<file path="src/rtl/bf16_add_arb.sv">
// bf16_add_arb: round-robin arbiter and two-stage sequencer that time-shares
// one purely combinational bf16 adder among N requesters. Stage 1 holds the
// granted operand pair driving the adder; stage 2 captures the adder result
// with the winner's ID and presents it on a single valid/ready response port.
module bf16_add_arb #(
    parameter int N   = 4,
    parameter int E   = 8,
    parameter int M   = 7,
    parameter int IDW = $clog2(N)
) (
    input  logic                   clk,
    input  logic                   nreset,
    input  logic [N-1:0]           req_v_i,
    input  logic [N*(1+E+M)-1:0]   req_a_i,
    input  logic [N*(1+E+M)-1:0]   req_b_i,
    output logic [N-1:0]           req_rdy_o,
    output logic                   add_sa_o,
    output logic [E-1:0]           add_ea_o,
    output logic [M-1:0]           add_ma_o,
    output logic                   add_sb_o,
    output logic [E-1:0]           add_eb_o,
    output logic [M-1:0]           add_mb_o,
    input  logic                   add_s_i,
    input  logic [E-1:0]           add_e_i,
    input  logic [M-1:0]           add_m_i,
    output logic                   rsp_v_o,
    input  logic                   rsp_rdy_i,
    output logic [IDW-1:0]         rsp_id_o,
    output logic [1+E+M-1:0]       rsp_data_o,
    output logic                   busy_o
);

    localparam int W = 1 + E + M;

    logic [IDW-1:0] ptr_q, ptr_d;
    logic           vld_p1_q, vld_p1_d;
    logic [IDW-1:0] id_p1_q, id_p1_d;
    logic [W-1:0]   a_p1_q, a_p1_d;
    logic [W-1:0]   b_p1_q, b_p1_d;
    logic           vld_p2_q, vld_p2_d;
    logic [IDW-1:0] id_p2_q, id_p2_d;
    logic [W-1:0]   data_p2_q, data_p2_d;

    logic           gnt_found;
    logic [IDW-1:0] gnt_id;
    logic [W-1:0]   sel_a, sel_b;
    logic           s2_adv, s1_can, accept;

    // Round-robin pick: first valid at or above ptr, else first valid below it (wrap).
    always_comb begin
        gnt_found = 1'b0;
        gnt_id    = '0;
        for (int i = 0; i < N; i++) begin
            if (!gnt_found && req_v_i[i] && (IDW'(i) >= ptr_q)) begin
                gnt_found = 1'b1;
                gnt_id    = IDW'(i);
            end
        end
        for (int i = 0; i < N; i++) begin
            if (!gnt_found && req_v_i[i]) begin
                gnt_found = 1'b1;
                gnt_id    = IDW'(i);
            end
        end
    end

    // Operand mux for the granted requester.
    always_comb begin
        sel_a = '0;
        sel_b = '0;
        for (int i = 0; i < N; i++) begin
            if (gnt_id == IDW'(i)) begin
                sel_a = req_a_i[i*W +: W];
                sel_b = req_b_i[i*W +: W];
            end
        end
    end

    // Pipeline advance and handshake; ready is forced low while reset is asserted.
    always_comb begin
        s2_adv    = ~vld_p2_q | rsp_rdy_i;
        s1_can    = ~vld_p1_q | s2_adv;
        accept    = gnt_found & s1_can & nreset;
        req_rdy_o = '0;
        for (int i = 0; i < N; i++) begin
            req_rdy_o[i] = accept & (gnt_id == IDW'(i));
        end
    end

    // Next-state for pointer and both pipeline stages.
    always_comb begin
        ptr_d     = ptr_q;
        vld_p1_d  = vld_p1_q;
        id_p1_d   = id_p1_q;
        a_p1_d    = a_p1_q;
        b_p1_d    = b_p1_q;
        vld_p2_d  = vld_p2_q;
        id_p2_d   = id_p2_q;
        data_p2_d = data_p2_q;
        if (accept) begin
            ptr_d   = (gnt_id == IDW'(N-1)) ? '0 : gnt_id + IDW'(1);
            id_p1_d = gnt_id;
            a_p1_d  = sel_a;
            b_p1_d  = sel_b;
        end
        if (s1_can) begin
            vld_p1_d = accept;
        end
        if (s2_adv) begin
            vld_p2_d  = vld_p1_q;
            id_p2_d   = id_p1_q;
            data_p2_d = {add_s_i, add_e_i, add_m_i};
        end
    end

    // State registers; reset clears everything so no response survives reset.
    always_ff @(posedge clk or negedge nreset) begin
        if (!nreset) begin
            ptr_q     <= '0;
            // stage 1: operand register
            vld_p1_q  <= 1'b0;
            id_p1_q   <= '0;
            a_p1_q    <= '0;
            b_p1_q    <= '0;
            // stage 2: result register
            vld_p2_q  <= 1'b0;
            id_p2_q   <= '0;
            data_p2_q <= '0;
        end else begin
            ptr_q     <= ptr_d;
            // stage 1: operand register
            vld_p1_q  <= vld_p1_d;
            id_p1_q   <= id_p1_d;
            a_p1_q    <= a_p1_d;
            b_p1_q    <= b_p1_d;
            // stage 2: result register
            vld_p2_q  <= vld_p2_d;
            id_p2_q   <= id_p2_d;
            data_p2_q <= data_p2_d;
        end
    end

    // Adder sees zeros whenever stage 1 is empty.
    assign add_sa_o = vld_p1_q & a_p1_q[W-1];
    assign add_ea_o = vld_p1_q ? a_p1_q[W-2 -: E] : '0;
    assign add_ma_o = vld_p1_q ? a_p1_q[M-1:0]    : '0;
    assign add_sb_o = vld_p1_q & b_p1_q[W-1];
    assign add_eb_o = vld_p1_q ? b_p1_q[W-2 -: E] : '0;
    assign add_mb_o = vld_p1_q ? b_p1_q[M-1:0]    : '0;

    assign rsp_v_o    = vld_p2_q;
    assign rsp_id_o   = id_p2_q;
    assign rsp_data_o = data_p2_q;
    assign busy_o     = vld_p1_q | vld_p2_q;

endmodule

</file>
<file path="config.mk">
export PLATFORM = sky130hd
export DESIGN_NAME = bf16_add_arb
export DESIGN_NICKNAME = d
export VERILOG_FILES = /design/src/rtl/bf16_add_arb.sv
export SDC_FILE = /design/constraint.sdc
export NUM_CORES = 1
export LEC_CHECK = 0
export ABC_AREA = 0
export CORE_ASPECT_RATIO = 1.5
export CORE_MARGIN = 4
export CORE_UTILIZATION = 40
export DETAILED_ROUTE_END_ITERATION = 16
export DONT_BUFFER_PORTS = 1
export PLACE_DENSITY = 0.51
export SLEW_MARGIN = 25
export SYNTH_ARGS = -nofsm -noshare
export SYNTH_HDL_FRONTEND = slang
export SYNTH_SLANG_ARGS = --single-unit
</file>
<file path="constraint.sdc">
create_clock -name clk -period 3.5 [get_ports clk]
set_input_delay 0.7 -clock clk [delete_from_list [all_inputs] [get_ports clk]]
set_output_delay 0.7 -clock clk [all_outputs]
set_load 0.01 [all_outputs]
</file>
# Word-level counts from Yosys, hierarchy flattened
# Index checks and enable logic that the tools add are counted.
op_classes:
  n_addsub: 1
  n_lt_le_gt_ge: 4
  eq_ne: 3
  muxes: 28
  n_bitwise: 13
  n_reduce_logical: 19
ops:
  columns: ["cell", "n"]
  rows:
  - ["16-bit two-way mux", 8]
  - ["8-bit two-way mux", 2]
  - ["2-bit two-way mux", 7]
  - ["7-bit two-way mux", 2]
  - ["1-bit logical AND", 11]
  - ["1-bit two-way mux", 9]
  - ["1-bit AND", 8]
  - ["1-bit zero test", 7]
  - ["2-bit == test, second input constant", 2]
  - ["1-bit by 2-bit >= comparator with 1-bit output, first input constant", 2]
  - ["2-bit >= comparator, first input constant", 2]
  - ["1-bit bitwise OR", 3]
  - ["2-bit by 1-bit adder with 2-bit output, second input constant", 1]
  - ["2-bit by 1-bit == test with 1-bit output, second input constant", 1]
  - ["2-bit zero test", 1]
  - ["1-bit NOT", 2]
totals:
  ff_bits: 56
  in_bits: 151
  output_inout_bits: 56
  word_cells: 76

# Longest topological paths before layout
depth:
  depth_word: 32
  ltp_mapped: 10
  mapped_depth_nobuf: 9

# Worst setup path after synthesis
# No wires, ideal clock.
synth_path:
  path_type: "input -> output"
  start: "input req_v_i[2]"
  end: "output req_rdy_o[1]"
  arrival_time_ns: 2.095
  required_time_ns: 2.800
  setup_slack_ns: 0.705
  path_stages: 7
  n_path_buf: 2
  path_cell_list: "a22o_1 -> a211oi_2 -> ha_1 -> buf_2 -> clkbuf_1 -> inv_1 -> nor2_1"
synth_via:
  elab_cells_between_ends: 29
  classes_between: "eq/ne: 1; mux: 12; bitwise: 3; reduce/logical: 13"
synth_lines:
  columns: ["item", "line_no", "rtl"]
  rows:
  - ["from (decl)", "13", "input logic [N-1:0] req_v_i,"]
  - ["1-bit logical AND (2 in series)", "54", "if (!gnt_found && req_v_i[i] && (IDW'(i) >= ptr_q)) begin"]
  - ["1-bit two-way mux", "54", null]
  - ["1-bit zero test", "54", null]
  - ["1-bit logical AND (2 in series)", "54", null]
  - ["1-bit two-way mux", "54", null]
  - ["1-bit zero test", "60", "if (!gnt_found && req_v_i[i]) begin"]
  - ["1-bit logical AND", "60", null]
  - ["1-bit two-way mux", "60", null]
  - ["[... 4 more ...]", null, null]
  - ["1-bit logical AND", "60", null]
  - ["1-bit two-way mux", "60", null]
  - ["1-bit zero test", "60", null]
  - ["1-bit logical AND", "60", null]
  - ["2-bit two-way mux (*)", "60", null]
  - ["via gnt_id[0]", "45", "logic [IDW-1:0] gnt_id;"]
  - ["2-bit by 1-bit == test with 1-bit output (*)", "86", "req_rdy_o[i] = accept & (gnt_id == IDW'(i));"]
  - ["1-bit AND (*)", "86", null]
  - ["to (decl)", "16", "output logic [N-1:0] req_rdy_o,"]
# Mark *: on every way through the listed nets, which the timed path passes. The rest lies on a longest branch.

# Worst setup path after layout
layout_path:
  start: "register ptr_q[0]"
  end: "output req_rdy_o[1]"
layout_via:
  elab_cells_between_ends: 41
  classes_between: "order compare: 4; eq/ne: 1; mux: 15; bitwise: 3; reduce/logical: 18"
layout_lines:
  columns: ["item", "line_no", "rtl"]
  rows:
  - ["from (decl)", "35", "logic [IDW-1:0] ptr_q, ptr_d;"]
  - ["from (signal assigned)", "130", "ptr_q <= ptr_d;"]
  - ["1-bit by 2-bit >= comparator with 1-bit output", "54", null]
  - ["1-bit logical AND", "54", null]
  - ["1-bit two-way mux", "54", null]
  - ["1-bit zero test", "54", null]
  - ["1-bit logical AND (2 in series)", "54", null]
  - ["1-bit two-way mux", "54", null]
  - ["1-bit zero test", "54", null]
  - ["1-bit logical AND (2 in series)", "54", null]
  - ["[... 12 more ...]", null, null]
  - ["1-bit logical AND", "60", null]
  - ["1-bit two-way mux", "60", null]
  - ["1-bit zero test", "60", null]
  - ["1-bit logical AND", "60", null]
  - ["2-bit two-way mux (*)", "60", null]
  - ["via gnt_id[0]", "45", null]
  - ["2-bit by 1-bit == test with 1-bit output (*)", "86", null]
  - ["1-bit AND (*)", "86", null]
# Marks and branches as above.

==> flow_summary.json <==
{
  "run_status": "complete, no violations",
  "synthAdderAreaFrac": 0.0148,
  "leakage_nw": 1.49,
  "fmax_ghz": 0.375,
  "hold_class": "input pin to async pin",
  "cp.arrival_ns": 1.97,
  "dieHeight_um": 120,
  "synth_xor_area_frac": 0,
  "clk_pin_slew_ns": 0.07,
  "yosysTopAreaCellShare": 0.415,
  "die_w_um": 83.0,
  "postCtsSetupBuffers": 0,
  "cts_made_buffers": 5,
  "drt_iter0_drc": 97,
  "grt_util_all_layers": 0.182,
  "drv_cap": 0,
  "synth_mux_area_frac": 0.00667,
  "dr_total_vias": 2607,
  "drive_gt1_frac": 0.138,
  "grt_overflow_total": 0,
  "required_ns": 2.80,
  "coreArea_um2": 8110,
  "routed_wl_um": 9280,
  "post-route-drc-count": 0,
  "grt_pass1_vias": 2776,
  "synth_flop_cell": "dfrtp_1",
  "synth-edff-count": 0,
  "crit_path_max_fanout": 5,
  "post-route-period-util": 0.763,
  "rsz0062_at_grt": "no",
  "cts_tree": "yes",
  "ys_types": 31,
  "synth_warnings": 0,
  "place_congestion": 0.761,
  "rows": 40,
  "ant_nets": 0,
  "synth-seq-cells": 56,
  "cts_root_buffer": "clkbuf_16",
  "first_pass_iters": 4,
  "dieArea_um2": 10000,
  "hpwl_um": 6980,
  "grt_max_degree": 58,
  "finalCriticalPeriod_ns": 2.67,
  "pin_count": 207,
  "hold_violations": 0,
  "cts_resized": 0,
  "antennaDiodeCount": 0,
  "synthSimpleGateAreaFrac": 0.181,
  "slew_headroom": 0.508,
  "clk_latency_ns": 0.29,
  "syn-num-nets": 502,
  "htreeDepth": 2,
  "end_kind": "output port",
  "fin_cells": 439,
  "yosysTopAreaCell": "dfrtp_1",
  "synth_area_um2": 3370,
  "syn_inst": 347,
  "worst_pin_slew_ns": 0.738,
  "grt_first_pass_wirelength_um": 14600,
  "yosys-top-cells-count": "nand2_1 (93), dfrtp_1 (56), and2_1 (32), o22ai_1 (32), a221oi_1 (31)",
  "nets": 489,
  "clock_path_buffers": 2,
  "area_growth_pct": 6.01,
  "antenna_found_initial": 0,
  "async_flop_share": 1.00,
  "fin_tns_setup_ns": 0,
  "io_buffers": 0,
  "ys_seq_area_frac": 0.415,
  "start_util": 0.416,
  "synth_top_family_by_area": "compound AO/OA/AOI/OAI gates",
  "synth_most_common_cell": "nand2_1",
  "criticalPathCategory": "register to output port",
  "crit_path_start_kind": "register",
  "synth_compound_area_frac": 0.321,
  "dp_cells": 432,
  "slew_violations": 0,
  "syn_avg_cell_area_um2": 9.72,
  "setup_violations": 0,
  "finClkSkew_ns": 0.00686,
  "wl_per_cell_um": 21.1,
  "viasPerCell": 5.94,
  "yosys-top-cells-area": "dfrtp_1 (42%), o31ai_4 (13%), nand2_1 (10%)",
  "multi_input_area_um2": 1780,
  "postCtsHoldBufs": 0,
  "cellPowerDensity_nw_per_um2": 844,
  "fillers": 822,
  "ir_worst_vdd_uv": 357,
  "regArea_um2": 1400,
  "cts.sinks": 56
}
[placed cells by master, fill, tap and decap left out]
| cell | instances |
|---|---|
| o31ai_1 | 12 |
| inv_2 | 3 |
| a211oi_2 | 1 |
| nand2_1 | 93 |
| o221ai_1 | 1 |
| o41ai_2 | 1 |
| a22o_1 | 1 |
| mux2_1 | 2 |
| o31ai_4 | 20 |
| nor2_1 | 5 |
| a221oi_1 | 31 |
| clkbuf_16 | 5 |
| ha_1 | 4 |
| a21oi_1 | 3 |
| dfrtp_1 | 56 |
| o21ai_0 | 2 |
| clkbuf_8 | 2 |
| or3_1 | 1 |
| o22ai_1 | 32 |
| or2_2 | 1 |
| o21ai_1 | 2 |
| nor2_2 | 1 |
| a21o_1 | 1 |
| buf_4 | 11 |
| nor2b_1 | 1 |
| and2_1 | 32 |
| a21o_4 | 1 |
| nand2b_1 | 3 |
| inv_1 | 6 |
[per-layer routing]
metal  wire (um)  global-route usage  share of wire
met5           0                   0              0
met2        4830               0.318           0.52
met3         655              0.0470          0.071
met1        3660               0.219           0.39
met4         131              0.0511          0.014
[power breakdown]
group | switching [mW] | internal (mW) | leakage, nW | total, mW
Combinational | 0.909 | 0.589 | 0.729 | 1.50
Sequential | 0.133 | 0.873 | 0.687 | 1.01
Clock | 0.215 | 0.301 | 0.0760 | 0.516
Total | 1.26 | 1.76 | 1.49 | 3.02
[cell type report]
type,instances,area share
Clock buffer,7,0.0427
Inverter,9,0.00944
Multi-Input combinational cell,251,0.496
Sequential cell,56,0.392
Tap cell,105,0.0367
Timing Repair Buffer,11,0.0231
[sequential cells by signal (all words and copies together), names as in the netlist]
name and flops:
a_p1_q 16, ptr_q 2, b_p1_q 16, vld_p1_q 1
rsp_id_o 2, rsp_v_o 1, rsp_data_o 16, id_p1_q 2
[kinds of logic after synthesis]
| family | count (synthesis) |
|---|---|
| fa+ha+maj | 4 |
| compound gates | 108 |
| simple gates | 137 |
| flops | 56 |
| buf+inv | 40 |
| mux | 2 |
[critical path, stage by stage, from the launching register on]
cell	delay [ns]
dfrtp_1	0.36
inv_1	0.07
a22o_1	0.22
a211oi_2	0.39
ha_1	0.33
inv_1	0.06
nor2_1	0.25
[worst paths after layout]
kind,start,to,slack (ns),cells after the start
setup reg to reg,ptr_q[0],b_p1_q[15],0.97,10
hold / removal,nreset,b_p1_q[7],0.10,0
max in group asynchronous,nreset,a_p1_q[5],3.30,0
setup / recovery,ptr_q[0],req_rdy_o[1],0.83,6
hold reg to reg,a_p1_q[2],a_p1_q[2],0.47,2
min in group clk,a_p1_q[2],a_p1_q[2],0.47,2
[through the flow]
stage	cell area [um^2]	power, mW	setup slack [ns]	utilization	hold WS (ns)
2_1_floorplan	3370	2.24	0.705	-	0.404
3_3_place_gp	3420	2.52	0.721	0.422	0.406
3_5_place_dp	3420	2.54	0.647	0.422	0.406
4_1_cts	3580	3.07	0.815	0.441	0.0896
5_1_grt	3580	3.27	0.748	0.441	0.0840
6_report	3580	3.02	0.830	0.441	0.102
Power figures use the tool's default switching activity.
